<file path="src/rtl/pipe_ctrl_pkg.sv">
// Shared types and constants for the pipeline hazard controller and the decoder
// that produces its per-instruction qualifiers.
package pipe_ctrl_pkg;

    // Branch-shadow controller states.
    typedef enum logic {
        IDLE   = 1'b0,
        SHADOW = 1'b1
    } state_t;

    // RV32 major opcodes the decoder uses to derive the hazard qualifiers.
    localparam logic [6:0] OP_BRANCH = 7'b1100011;
    localparam logic [6:0] OP_JAL    = 7'b1101111;
    localparam logic [6:0] OP_LOAD   = 7'b0000011;
    localparam logic [6:0] OP_IMM    = 7'b0010011;
    localparam logic [6:0] OP_STORE  = 7'b0100011;

    localparam int NUM_REGS = 32;

    // Qualifiers presented to pipe_ctrl alongside the register indices.
    typedef struct packed {
        logic rs1_used;
        logic rs2_used;
        logic reg_write;
        logic is_ctrl;
    } id_quals_t;

    // Reference decode of the qualifiers for the opcode classes listed above;
    // everything else is treated as a register-register ALU op.
    function automatic id_quals_t decode_quals(input logic [6:0] opcode);
        id_quals_t q;
        q = '{rs1_used: 1'b1, rs2_used: 1'b1, reg_write: 1'b1, is_ctrl: 1'b0};
        case (opcode)
            OP_BRANCH: q = '{rs1_used: 1'b1, rs2_used: 1'b1, reg_write: 1'b0, is_ctrl: 1'b1};
            OP_JAL:    q = '{rs1_used: 1'b0, rs2_used: 1'b0, reg_write: 1'b1, is_ctrl: 1'b1};
            OP_LOAD:   q = '{rs1_used: 1'b1, rs2_used: 1'b0, reg_write: 1'b1, is_ctrl: 1'b0};
            OP_IMM:    q = '{rs1_used: 1'b1, rs2_used: 1'b0, reg_write: 1'b1, is_ctrl: 1'b0};
            OP_STORE:  q = '{rs1_used: 1'b1, rs2_used: 1'b1, reg_write: 1'b0, is_ctrl: 1'b0};
            default:   ;
        endcase
        return q;
    endfunction

endpackage

</file>
<file path="src/rtl/pipe_ctrl_if.sv">
// Decoder/writeback event bundle in, pipeline-register controls out.
interface pipe_ctrl_if #(
    parameter int PERF_W = 16
);
    // ID-stage instruction
    logic              id_valid;
    logic [4:0]        id_rs1;
    logic [4:0]        id_rs2;
    logic              id_rs1_used;
    logic              id_rs2_used;
    logic [4:0]        id_rd;
    logic              id_reg_write;
    logic              id_is_ctrl;
    // Resolution / writeback events
    logic              ex_resolved;
    logic              wb_reg_write;
    logic [4:0]        wb_rd;
    // Pipeline controls
    logic              pc_en;
    logic              if_id_en;
    logic              if_id_flush;
    logic              id_ex_bubble;
    logic              stall_data;
    logic              stall_ctrl;
    logic [31:0]       pending_mask;
    logic [PERF_W-1:0] stall_cycles;

    // Decoder / pipeline side
    modport master (
        output id_valid, id_rs1, id_rs2, id_rs1_used, id_rs2_used, id_rd,
               id_reg_write, id_is_ctrl, ex_resolved, wb_reg_write, wb_rd,
        input  pc_en, if_id_en, if_id_flush, id_ex_bubble, stall_data,
               stall_ctrl, pending_mask, stall_cycles
    );

    // Controller side
    modport slave (
        input  id_valid, id_rs1, id_rs2, id_rs1_used, id_rs2_used, id_rd,
               id_reg_write, id_is_ctrl, ex_resolved, wb_reg_write, wb_rd,
        output pc_en, if_id_en, if_id_flush, id_ex_bubble, stall_data,
               stall_ctrl, pending_mask, stall_cycles
    );

endinterface

</file>
<file path="src/rtl/pipe_ctrl_reg_scoreboard.sv">
// Per-register count of in-flight writers with combinational RAW lookup.
// x0 is never tracked; a same-cycle writeback may satisfy a read when the
// register file is write-through.
module pipe_ctrl_reg_scoreboard
    import pipe_ctrl_pkg::*;
#(
    parameter int CNT_W     = 2,
    parameter bit WB_BYPASS = 1'b1
) (
    input  logic        clk,
    input  logic        rst,
    input  logic        inc,
    input  logic [4:0]  inc_rd,
    input  logic        dec,
    input  logic [4:0]  dec_rd,
    input  logic [4:0]  rs1,
    input  logic        rs1_used,
    input  logic [4:0]  rs2,
    input  logic        rs2_used,
    output logic        hz_rs1,
    output logic        hz_rs2,
    output logic [31:0] pending_mask
);

    localparam logic [CNT_W-1:0] CNT_MAX = '1;
    localparam logic [CNT_W-1:0] CNT_ONE = CNT_W'(1);

    logic [CNT_W-1:0] cnt [NUM_REGS];

    // A read of rs waits while a writer is in flight, unless the last writer
    // is retiring into a write-through register file this very cycle.
    function automatic logic hazard(input logic [4:0] rs, input logic used);
        logic bypass;
        bypass = WB_BYPASS && dec && (dec_rd == rs) && (cnt[rs] == CNT_ONE);
        return used && (rs != 5'd0) && (cnt[rs] != '0) && !bypass;
    endfunction

    // Update every tracked counter; simultaneous inc and dec cancel.
    // NOTE: the counter array is control state, not data storage, so it is
    // reset like any other register -- a stale count would stall forever.
    // NOTE: state is written with <= so every counter sees pre-edge values.
    always_ff @(posedge clk or posedge rst) begin
        if (rst) begin
            for (int r = 0; r < NUM_REGS; r++) cnt[r] <= '0;
        end else begin
            for (int r = 1; r < NUM_REGS; r++) begin
                if (inc && inc_rd == 5'(r) && !(dec && dec_rd == 5'(r))) begin
                    if (cnt[r] != CNT_MAX) cnt[r] <= cnt[r] + CNT_ONE;
                end else if (dec && dec_rd == 5'(r) && !(inc && inc_rd == 5'(r))) begin
                    if (cnt[r] != '0) cnt[r] <= cnt[r] - CNT_ONE;
                end
            end
        end
    end

    // Hazard lookup for both sources and the occupancy view.
    always_comb begin
        hz_rs1 = hazard(rs1, rs1_used);
        hz_rs2 = hazard(rs2, rs2_used);
        for (int r = 0; r < NUM_REGS; r++) pending_mask[r] = (cnt[r] != '0);
    end

endmodule

</file>
<file path="src/rtl/pipe_ctrl.sv">
// Hazard controller for the 5-stage RV32 pipeline: stalls ID on RAW hazards,
// freezes fetch in the shadow of an unresolved branch/JAL, and counts stall
// cycles.
module pipe_ctrl
    import pipe_ctrl_pkg::*;
#(
    parameter int CNT_W     = 2,
    parameter bit WB_BYPASS = 1'b1,
    parameter int PERF_W    = 16
) (
    input  logic         clk,
    input  logic         rst,
    pipe_ctrl_if.slave   bus
);

    state_t            state;
    state_t            state_nxt;
    logic              hz_rs1;
    logic              hz_rs2;
    logic              stall_data;
    logic              stall_ctrl;
    logic              issue;
    logic              inc;
    logic              dec;
    logic              pc_en;
    logic              if_id_en;
    logic              if_id_flush;
    logic              id_ex_bubble;
    logic [PERF_W-1:0] stall_cycles;

    // Only a real instruction leaving ID with a non-x0 destination allocates.
    assign stall_data = bus.id_valid && (state == IDLE) && (hz_rs1 || hz_rs2);
    assign issue      = bus.id_valid && (state == IDLE) && !stall_data;
    assign inc        = issue && bus.id_reg_write && (bus.id_rd != 5'd0);
    assign dec        = bus.wb_reg_write && (bus.wb_rd != 5'd0);

    pipe_ctrl_reg_scoreboard #(
        .CNT_W     (CNT_W),
        .WB_BYPASS (WB_BYPASS)
    ) u_scoreboard (
        .clk          (clk),
        .rst          (rst),
        .inc          (inc),
        .inc_rd       (bus.id_rd),
        .dec          (dec),
        .dec_rd       (bus.wb_rd),
        .rs1          (bus.id_rs1),
        .rs1_used     (bus.id_rs1_used),
        .rs2          (bus.id_rs2),
        .rs2_used     (bus.id_rs2_used),
        .hz_rs1       (hz_rs1),
        .hz_rs2       (hz_rs2),
        .pending_mask (bus.pending_mask)
    );

    // Branch-shadow state register.
    always_ff @(posedge clk or posedge rst) begin
        if (rst) state <= IDLE;
        else     state <= state_nxt;
    end

    // Next state and pipeline controls; the flush owns IF/ID during the shadow
    // and the PC reloads only in the resolve cycle.
    always_comb begin
        // NOTE: every output gets a default first so no path leaves a latch.
        state_nxt    = state;
        pc_en        = 1'b1;
        if_id_en     = 1'b1;
        if_id_flush  = 1'b0;
        id_ex_bubble = 1'b0;
        stall_ctrl   = 1'b0;
        case (state)
            IDLE: begin
                pc_en        = !stall_data;
                if_id_en     = !stall_data;
                id_ex_bubble = stall_data;
                if (issue && bus.id_is_ctrl) state_nxt = SHADOW;
            end
            SHADOW: begin
                stall_ctrl   = 1'b1;
                if_id_flush  = 1'b1;
                id_ex_bubble = 1'b1;
                pc_en        = bus.ex_resolved;
                if (bus.ex_resolved) state_nxt = IDLE;
            end
            default: state_nxt = IDLE;
        endcase
    end

    // Saturating count of cycles lost to either stall source.
    always_ff @(posedge clk or posedge rst) begin
        if (rst) begin
            stall_cycles <= '0;
        end else if ((stall_data || stall_ctrl) && (stall_cycles != '1)) begin
            stall_cycles <= stall_cycles + PERF_W'(1);
        end
    end

    assign bus.pc_en        = pc_en;
    assign bus.if_id_en     = if_id_en;
    assign bus.if_id_flush  = if_id_flush;
    assign bus.id_ex_bubble = id_ex_bubble;
    assign bus.stall_data   = stall_data;
    assign bus.stall_ctrl   = stall_ctrl;
    assign bus.stall_cycles = stall_cycles;

endmodule
</file>
<file path="src/flat_wrapper.sv">
// flat-port wrapper written by rule: the top's interface ports become plain ports
module pipe_ctrl_flat import pipe_ctrl_pkg::*;
#(
    parameter int CNT_W     = 2,
    parameter bit WB_BYPASS = 1'b1,
    parameter int PERF_W    = 16
)
  (clk, rst, bus_id_valid, bus_id_rs1, bus_id_rs2, bus_id_rs1_used, bus_id_rs2_used, bus_id_rd, bus_id_reg_write, bus_id_is_ctrl, bus_ex_resolved, bus_wb_reg_write, bus_wb_rd, bus_pc_en, bus_if_id_en, bus_if_id_flush, bus_id_ex_bubble, bus_stall_data, bus_stall_ctrl, bus_pending_mask, bus_stall_cycles);
  pipe_ctrl_if #(.PERF_W(PERF_W)) bus_i ();
  input  logic clk;
  input  logic rst;
  input wire logic [$bits(bus_i.id_valid)-1:0] bus_id_valid;
  input wire logic [$bits(bus_i.id_rs1)-1:0] bus_id_rs1;
  input wire logic [$bits(bus_i.id_rs2)-1:0] bus_id_rs2;
  input wire logic [$bits(bus_i.id_rs1_used)-1:0] bus_id_rs1_used;
  input wire logic [$bits(bus_i.id_rs2_used)-1:0] bus_id_rs2_used;
  input wire logic [$bits(bus_i.id_rd)-1:0] bus_id_rd;
  input wire logic [$bits(bus_i.id_reg_write)-1:0] bus_id_reg_write;
  input wire logic [$bits(bus_i.id_is_ctrl)-1:0] bus_id_is_ctrl;
  input wire logic [$bits(bus_i.ex_resolved)-1:0] bus_ex_resolved;
  input wire logic [$bits(bus_i.wb_reg_write)-1:0] bus_wb_reg_write;
  input wire logic [$bits(bus_i.wb_rd)-1:0] bus_wb_rd;
  output wire logic [$bits(bus_i.pc_en)-1:0] bus_pc_en;
  output wire logic [$bits(bus_i.if_id_en)-1:0] bus_if_id_en;
  output wire logic [$bits(bus_i.if_id_flush)-1:0] bus_if_id_flush;
  output wire logic [$bits(bus_i.id_ex_bubble)-1:0] bus_id_ex_bubble;
  output wire logic [$bits(bus_i.stall_data)-1:0] bus_stall_data;
  output wire logic [$bits(bus_i.stall_ctrl)-1:0] bus_stall_ctrl;
  output wire logic [$bits(bus_i.pending_mask)-1:0] bus_pending_mask;
  output wire logic [$bits(bus_i.stall_cycles)-1:0] bus_stall_cycles;
  assign bus_i.id_valid = bus_id_valid;
  assign bus_i.id_rs1 = bus_id_rs1;
  assign bus_i.id_rs2 = bus_id_rs2;
  assign bus_i.id_rs1_used = bus_id_rs1_used;
  assign bus_i.id_rs2_used = bus_id_rs2_used;
  assign bus_i.id_rd = bus_id_rd;
  assign bus_i.id_reg_write = bus_id_reg_write;
  assign bus_i.id_is_ctrl = bus_id_is_ctrl;
  assign bus_i.ex_resolved = bus_ex_resolved;
  assign bus_i.wb_reg_write = bus_wb_reg_write;
  assign bus_i.wb_rd = bus_wb_rd;
  assign bus_pc_en = bus_i.pc_en;
  assign bus_if_id_en = bus_i.if_id_en;
  assign bus_if_id_flush = bus_i.if_id_flush;
  assign bus_id_ex_bubble = bus_i.id_ex_bubble;
  assign bus_stall_data = bus_i.stall_data;
  assign bus_stall_ctrl = bus_i.stall_ctrl;
  assign bus_pending_mask = bus_i.pending_mask;
  assign bus_stall_cycles = bus_i.stall_cycles;
  pipe_ctrl #(.CNT_W(CNT_W), .WB_BYPASS(WB_BYPASS), .PERF_W(PERF_W)) u_core (.clk(clk), .rst(rst), .bus(bus_i));
endmodule
</file>
<file path="config.mk">
export PLATFORM = sky130hd
export DESIGN_NAME = pipe_ctrl_flat
export DESIGN_NICKNAME = d
export VERILOG_FILES = /design/src/rtl/pipe_ctrl_pkg.sv /design/src/rtl/pipe_ctrl_if.sv /design/src/rtl/pipe_ctrl_reg_scoreboard.sv /design/src/rtl/pipe_ctrl.sv /design/src/flat_wrapper.sv
export SDC_FILE = /design/constraint.sdc
export NUM_CORES = 1
export LEC_CHECK = 0
export BUFFER_PORTS_ARGS = -buffer_cell sky130_fd_sc_hd__buf_2
export CAP_MARGIN = 20
export CORE_ASPECT_RATIO = 1.1
export CORE_MARGIN = 5
export CORE_UTILIZATION = 55
export DETAILED_ROUTE_END_ITERATION = 16
export PLACE_DENSITY = 0.76
export SLEW_MARGIN = 20
export SYNTH_ARGS = -nofsm -noshare
export SYNTH_HDL_FRONTEND = slang
export SYNTH_HIERARCHICAL = 1
export SYNTH_SLANG_ARGS = --single-unit
</file>
<file path="constraint.sdc">
create_clock -name clk -period 4.28 [get_ports clk]
set_clock_uncertainty 0.05 [all_clocks]
set_input_delay 0.428 -clock clk [delete_from_list [all_inputs] [get_ports clk]]
set_output_delay 0.428 -clock clk [all_outputs]
set_load 0.05 [all_outputs]
</file>
Yosys cells after proc, flatten, opt, wreduce, memory -nomap -nowiden

Index checks and enable logic that the tools add are counted.

Register bits: 79
Bits of input ports: 29
Output and inout bits: 54

Reductions and logical operators: 340
Bitwise operators: 3
Muxes and demuxes: 137
Order comparisons: 2
Add/subtract/negate cells: 63
Equality and inequality tests: 129

Operators by type and width:

| cell                                                                     | number |
|---|---|
| 2-bit two-way mux                                                        | 128 |
| 2-bit nonzero test                                                       | 96 |
| 5-bit == test (second input constant)                                    | 32 |
| 1-bit logical AND                                                        | 142 |
| 3-bit AND reduction                                                      | 31 |
| 5-bit by 4-bit == test with 1-bit output (second input constant)         | 16 |
| 1-bit zero test                                                          | 65 |
| 2-bit by 1-bit adder with 2-bit output (second input constant)           | 31 |
| 2-bit by 1-bit inequality test with 1-bit output (second input constant) | 31 |
| 2-bit inequality test (second input constant)                            | 31 |
| 2-bit by 1-bit subtractor with 2-bit output (second input constant)      | 31 |
| 5-bit by 3-bit == test with 1-bit output (second input constant)         | 8 |
| 2-bit binary-select mux with 5-bit select                                | 2 |
| 5-bit by 2-bit == test with 1-bit output (second input constant)         | 4 |
| 5-bit nonzero test                                                       | 4 |
| 16-bit by 1-bit adder with 16-bit output (second input constant)         | 1 |
| 16-bit inequality test (second input constant)                           | 1 |
| 6-bit >= comparator (second input constant)                              | 2 |
| 5-bit NOT with 6-bit output                                              | 2 |
| 5-bit by 1-bit == test with 1-bit output (second input constant)         | 2 |
| 5-bit == test                                                            | 2 |
| 1-bit case mux with 2 select lines                                       | 3 |
| 2-bit by 1-bit == test with 1-bit output (second input constant)         | 2 |
| 1-bit two-way mux                                                        | 4 |
| other kinds (2)                                                          | 3 |

Logic depth before layout (Yosys ltp)

Word-level depth: 19
Mapped depth: 16
Mapped depth without buffers: 14

Cells and area by module

The synthesis kept the hierarchy.

Modules (own cells, without submodules):

| module                   | area each (µm²) | cells each | times used |
|---|---|---|---|
| pipe_ctrl_reg_scoreboard | 5151.2          | 596        | 1 |
| pipe_ctrl                | 997.2           | 92         | 1 |

Least setup slack after synthesis

OpenSTA, ideal clock, no wires.

Path kind: input to output
From: input port bus_id_rs2[1]
To: output port bus_pc_en
Arrival time: 4.388 ns
Stages: 8
Buffers on the path: 1
Slack: -0.586 ns
Cell sequence: buf_2 -> mux4_1 -> mux2_2 -> a211oi_1 -> a2111oi_2 -> o21ai_0 -> inv_1 -> nor2_1

Cells in the longest elaborated chain, start to end: 12

Ends and longest elaborated chain:

| element                                               | RTL line                                                       | source |
|---|---|---|
| start, declared                                       | flat_wrapper.sv:14                                             | `input wire logic [$bits(bus_i.id_rs2)-1:0] bus_id_rs2;` |
| 5-bit NOT with 6-bit output (not written as such)     | pipe_ctrl_reg_scoreboard.sv:34, pipe_ctrl_reg_scoreboard.sv:35 |  |
| 2-bit binary-select mux with 5-bit select             | pipe_ctrl_reg_scoreboard.sv:34, pipe_ctrl_reg_scoreboard.sv:35 |  |
| 2-bit two-way mux (not written as such) (2 in series) | pipe_ctrl_reg_scoreboard.sv:34, pipe_ctrl_reg_scoreboard.sv:35 |  |
| 2-bit by 1-bit == test with 1-bit output              | pipe_ctrl_reg_scoreboard.sv:34                                 | `bypass = WB_BYPASS && dec && (dec_rd == rs) && (cnt[rs] == CNT_ONE);` |
| 1-bit logical AND                                     | pipe_ctrl_reg_scoreboard.sv:34                                 |  |
| 1-bit zero test                                       | pipe_ctrl_reg_scoreboard.sv:35                                 | `return used && (rs != 5'd0) && (cnt[rs] != '0) && !bypass;` |
| 1-bit logical AND *                                   | pipe_ctrl_reg_scoreboard.sv:35                                 |  |
| named net u_core.hz_rs2                               | pipe_ctrl.sv:19                                                | `logic hz_rs2;` |
| 1-bit logical OR *                                    | pipe_ctrl.sv:32                                                | `assign stall_data = bus.id_valid && (state == IDLE) && (hz_rs1 \|\| hz_rs2);` |
| 1-bit logical AND *                                   | pipe_ctrl.sv:32                                                |  |
| named net bus_stall_data                              | flat_wrapper.sv:27                                             | `output wire logic [$bits(bus_i.stall_data)-1:0] bus_stall_data;` |
| 1-bit zero test *                                     | pipe_ctrl.sv:74                                                | `pc_en = !stall_data;` |
| 1-bit case mux with 2 select lines *                  | pipe_ctrl.sv:72                                                | `case (state)` |
| end, declared                                         | flat_wrapper.sv:23                                             | `output wire logic [$bits(bus_i.pc_en)-1:0] bus_pc_en;` |

The timed path passes the listed nets; every way through them passes the cells marked *. The select of a mux whose other input is x is not followed.

Final worst setup path

From: input port bus_id_rs1[0]
To: register u_core/u_scoreboard/cnt[54] in the netlist's numbering

Cells in the longest elaborated chain, start to end: 19

Ends and longest elaborated chain:

| element                                               | RTL line                                                       | source |
|---|---|---|
| start, declared                                       | flat_wrapper.sv:13                                             | `input wire logic [$bits(bus_i.id_rs1)-1:0] bus_id_rs1;` |
| 5-bit NOT with 6-bit output (not written as such)     | pipe_ctrl_reg_scoreboard.sv:34, pipe_ctrl_reg_scoreboard.sv:35 |  |
| 2-bit binary-select mux with 5-bit select             | pipe_ctrl_reg_scoreboard.sv:34, pipe_ctrl_reg_scoreboard.sv:35 |  |
| 2-bit two-way mux (not written as such) (2 in series) | pipe_ctrl_reg_scoreboard.sv:34, pipe_ctrl_reg_scoreboard.sv:35 |  |
| 2-bit by 1-bit == test with 1-bit output              | pipe_ctrl_reg_scoreboard.sv:34                                 |  |
| 1-bit logical AND                                     | pipe_ctrl_reg_scoreboard.sv:34                                 |  |
| 1-bit zero test                                       | pipe_ctrl_reg_scoreboard.sv:35                                 |  |
| 1-bit logical AND *                                   | pipe_ctrl_reg_scoreboard.sv:35                                 |  |
| named net u_core.hz_rs1                               | pipe_ctrl.sv:18                                                | `logic hz_rs1;` |
| (+3 left out)                                         | -                                                              |  |
| 1-bit logical AND *                                   | pipe_ctrl.sv:33                                                | `assign issue = bus.id_valid && (state == IDLE) && !stall_data;` |
| 1-bit logical AND * (2 in series)                     | pipe_ctrl.sv:34                                                | `assign inc = issue && bus.id_reg_write && (bus.id_rd != 5'd0);` |
| named net u_core.inc                                  | pipe_ctrl.sv:23                                                | `logic inc;` |
| 1-bit logical AND *                                   | pipe_ctrl_reg_scoreboard.sv:47, pipe_ctrl_reg_scoreboard.sv:49 |  |
| 1-bit zero test                                       | pipe_ctrl_reg_scoreboard.sv:49                                 | `end else if (dec && dec_rd == 5'(r) && !(inc && inc_rd == 5'(r))) begin` |
| 1-bit logical AND                                     | pipe_ctrl_reg_scoreboard.sv:49                                 |  |
| 2-bit nonzero test (no line)                          | -                                                              |  |
| 3-bit AND reduction (no line)                         | -                                                              |  |
| end, declared                                         | pipe_ctrl_reg_scoreboard.sv:28                                 | `logic [CNT_W-1:0] cnt [NUM_REGS];` |

Marked as above.
A chain may end at the register's enable or synchronous reset.

==> metrics.md <==
| Metric | Value |
|---|---|
| Routed len/inst | 18.4 um |
| R2R Setup Slk | 620 ps |
| DP Area | 6620 um^2 |
| Crit Path Class | in2reg |
| Critical Path Fanout Max | 20 |
| Final period utilization | 0.871 |
| Synth Instances | 688 |
| Synthesized net count | 719 |
| Initial DRC count | 444 |
| CP bufs+invs | 3 |
| Detailed Place HPWL | 12600 um |
| FP Rows | 40 |
| Die height | 121 um |
| Setup TNS | 0 ps |
| First-pass GRT wire length | 27200 um |
| Final setup violation count | 0 |
| Crit path capture | u_core/u_scoreboard/cnt[54] |
| Non-filler cells, final | 911 |
| GP Congestion | 0.969 |
| All-Layer GR Usage | 0.252 |
| Post-synth ARST share | 1.00 |
| Fmax | 268 MHz |
| Initial antenna violation count | 0 |
| Synthesized area per cell | 8.94 um^2 |
| CP max-delay cell | mux4_2 |
| Min Clock Period, post-route | 3730 ps |
| Pwr per Cell Area | 448 nW/um^2 |
| Status | complete, no violations |
| Main flop type after synthesis | dfrtp_1 |
| Worst hold path class | in2async |
| Crit Reg-Reg Endpoint | u_core/u_scoreboard/cnt[54] |
| Post-synthesis sequential area ratio | 0.322 |
| Synthesized flop and latch total | 79 |
| Final ANT Viol Nets | 0 |
| Critical R2R Launch | u_core/u_scoreboard/cnt[45] |
| Slew margin rel. | 0.362 |
| Die extent in x | 111 um |
| Clock Tree Root | clkbuf_16 |
| Setup Fix Bufs, Post-CTS | 0 |
| Clk slew on worst S/H paths | 60 ps |
| Area growth syn-to-layout | 12.8% |
| Resized Gates After CTS | 0 |
| # IOs | 83 |
| Fin. Hold Viols | 0 |
| Max Cap Viol | 0 |
| Layout Nets | 791 |
| Syn Std Cell Area | 6150 um^2 |
| Vias per inst | 6.15 |
| Post-synth EDFFs | 0 |
| Critical Path Stages | 16 |
| Crit path max-delay family | simple AND/OR/NAND/NOR gates |
| Final core occ | 0.633 |
| CP startpoint | bus_id_rs1[0] |
| Total core area | 11000 um^2 |
| Crit path cell chain | buf_2, mux4_2, o22ai_1, or4_1, o2111a_1, o21ai_1, nor2_1, nand3_1, a21oi_1, buf_4, nor4b_1, buf_4, nand2_1, nor2_1, a21boi_0, mux2_2 |
| CTS Buf Count | 9 |
| Final Cell Area | 6940 um^2 |
| WP data required | 4460 ps |
| Placed cells | 896 |
| WHS | 5.86 ps |
| Clk Latency, worst-skew pair | 340 ps |
| TritonCTS Sinks | 79 |
| Inserted Diodes | 0 |
| Critical path data arrival time | 3910 ps |
| Worst vdd ir | 371 uV |
| Worst R2R Path Depth | 14 |
| CTS tree | yes |
| Post-Route WL | 16800 um |
| Synth warnings | 10 |
| Drt pass-1 iters | 5 |
| GRT overflow | 0 |
| Crit-path max cell delay | 580 ps |
| Number of global-route vias before repair | 5607 |
| Worst setup EP type | flip-flop |
| Die Area | 13400 um^2 |
| Vias | 5607 |
| H-tree Lvls | 3 |
| Pre-CTS setup slack | 222 ps |
| Largest net degree at the start of global routing | 47 |
| Initial Util | 0.561 |
| Power Total | 3.11 mW |
| Cts hold-fix bufs | 0 |
| Type of origin of the critical path | primary input |
| Post-synthesis cell type count | 70 |
| Port bufs | 81 |
| Measured slew at the worst slew-check pin | 956 ps |
| DRC viols | 0 |
| RSZ-0062 raised after global routing | no |
| Leakage | 3.14 nW |
| Count of pins over their slew limit | 0 |
| PnR worst setup slack | 551 ps |
| CTS Buffer Depth | 2 |
| Share of cells above drive strength 1 | 0.270 |
-- cell usage in the layout (no fill, tap or decap), drive strengths merged, types with 3 or more instances in the layout --
cell,n
nand2,92
dfrtp,79
clkbuf,12
o21ai,20
a21boi,28
nor3,9
a221oi,3
nand4,6
mux2i,17
and4b,3
mux2,39
or2,35
xor2,16
nand2b,5
mux4,25
nand3,9
a211oi,5
a21oi,29
nor4,6
buf,89
and2,3
nor2b,10
nor2,111
o21bai,27
nand4b,4
nand4bb,4
inv,34
or4,4
xnor2,3
-- synthesized netlist by cell type, types with 3 or more instances --
cell type,instances,area [um^2]
dfrtp_1,79,1980
nor3_1,8,40.0
mux2_1,4,45.0
or4_1,4,30.0
xor2_1,16,140
nor2_1,110,413
buf_6,3,33.8
mux4_2,21,473
nor4_1,5,31.3
xnor2_1,3,26.3
or2_2,34,213
buf_4,6,45.0
o21ai_0,18,90.1
nand3_1,8,40.0
a21oi_1,29,145
mux2i_1,17,170
a211oi_1,5,37.5
nand4_1,5,31.3
nand4b_1,4,35.0
buf_2,9,45.0
inv_1,34,128
a21boi_0,26,195
and2_1,3,18.8
nand2_1,92,345
clkbuf_1,9,33.8
o21bai_1,27,203
nand2b_1,5,31.3
mux4_1,4,105
and4b_1,3,30.0
mux2_2,35,394
a221oi_1,3,26.3
nor2b_1,10,62.6
nand4bb_1,4,45.0
-- where the power goes --
part | total (mW) | internal [mW] | switching [mW]
sequential | 1.09 | 0.878 | 0.214
clock | 0.819 | 0.524 | 0.296
combinational | 1.20 | 0.397 | 0.803
-- worst min-delay path by stage --
stage | start | to | slack, ps | depth (start not counted)
floorplan | rst | u_core/bus.stall_cycles[0] | 300 | 1
global placement | rst | u_core/u_scoreboard/cnt[24] | 380 | 2
detailed placement | rst | u_core/u_scoreboard/cnt[25] | 370 | 2
CTS | rst | u_core/u_scoreboard/cnt[25] | 7 | 2
global route | rst | u_core/u_scoreboard/cnt[25] | 40 | 2
finish | rst | u_core/u_scoreboard/cnt[25] | 6 | 2
-- sequential cells by signal, indices dropped and copies added (netlist names) --
signal and cells:
u_core/u_scoreboard/cnt 62, u_core/state 1, u_core/bus.stall_cycles 16
-- kinds of logic after synthesis --
group           count (synthesis)  synth area share
compound gates                131             0.147
buf+inv                        62            0.0497
xor+xnor                       19            0.0271
other cells                     1          0.000610
simple gates                  313             0.257
mux                            81             0.193
flops                          79             0.322
fa+ha+maj                       2           0.00407
-- area by class of cell --
class                           count  area [um^2]
Clock buffer                       12          246
Clock inverter                      3         67.6
Fill cell                         894         4020
Inverter                           34          128
Multi-Input combinational cell    547         3870
Sequential cell                    79         1980
Tap cell                          147          184
Timing Repair Buffer               89          465
-- routing by layer --
metal / up-vias / track usage / wire length, um
met2: 256 / 0.423 / 8050
met5: - / 0 / 0
met4: 0 / 0.120 / 583
met3: 48 / 0.0539 / 1520
li1: 2576 / - / -
met1: 2727 / 0.310 / 6650
(Power assumes the default switching activity.)
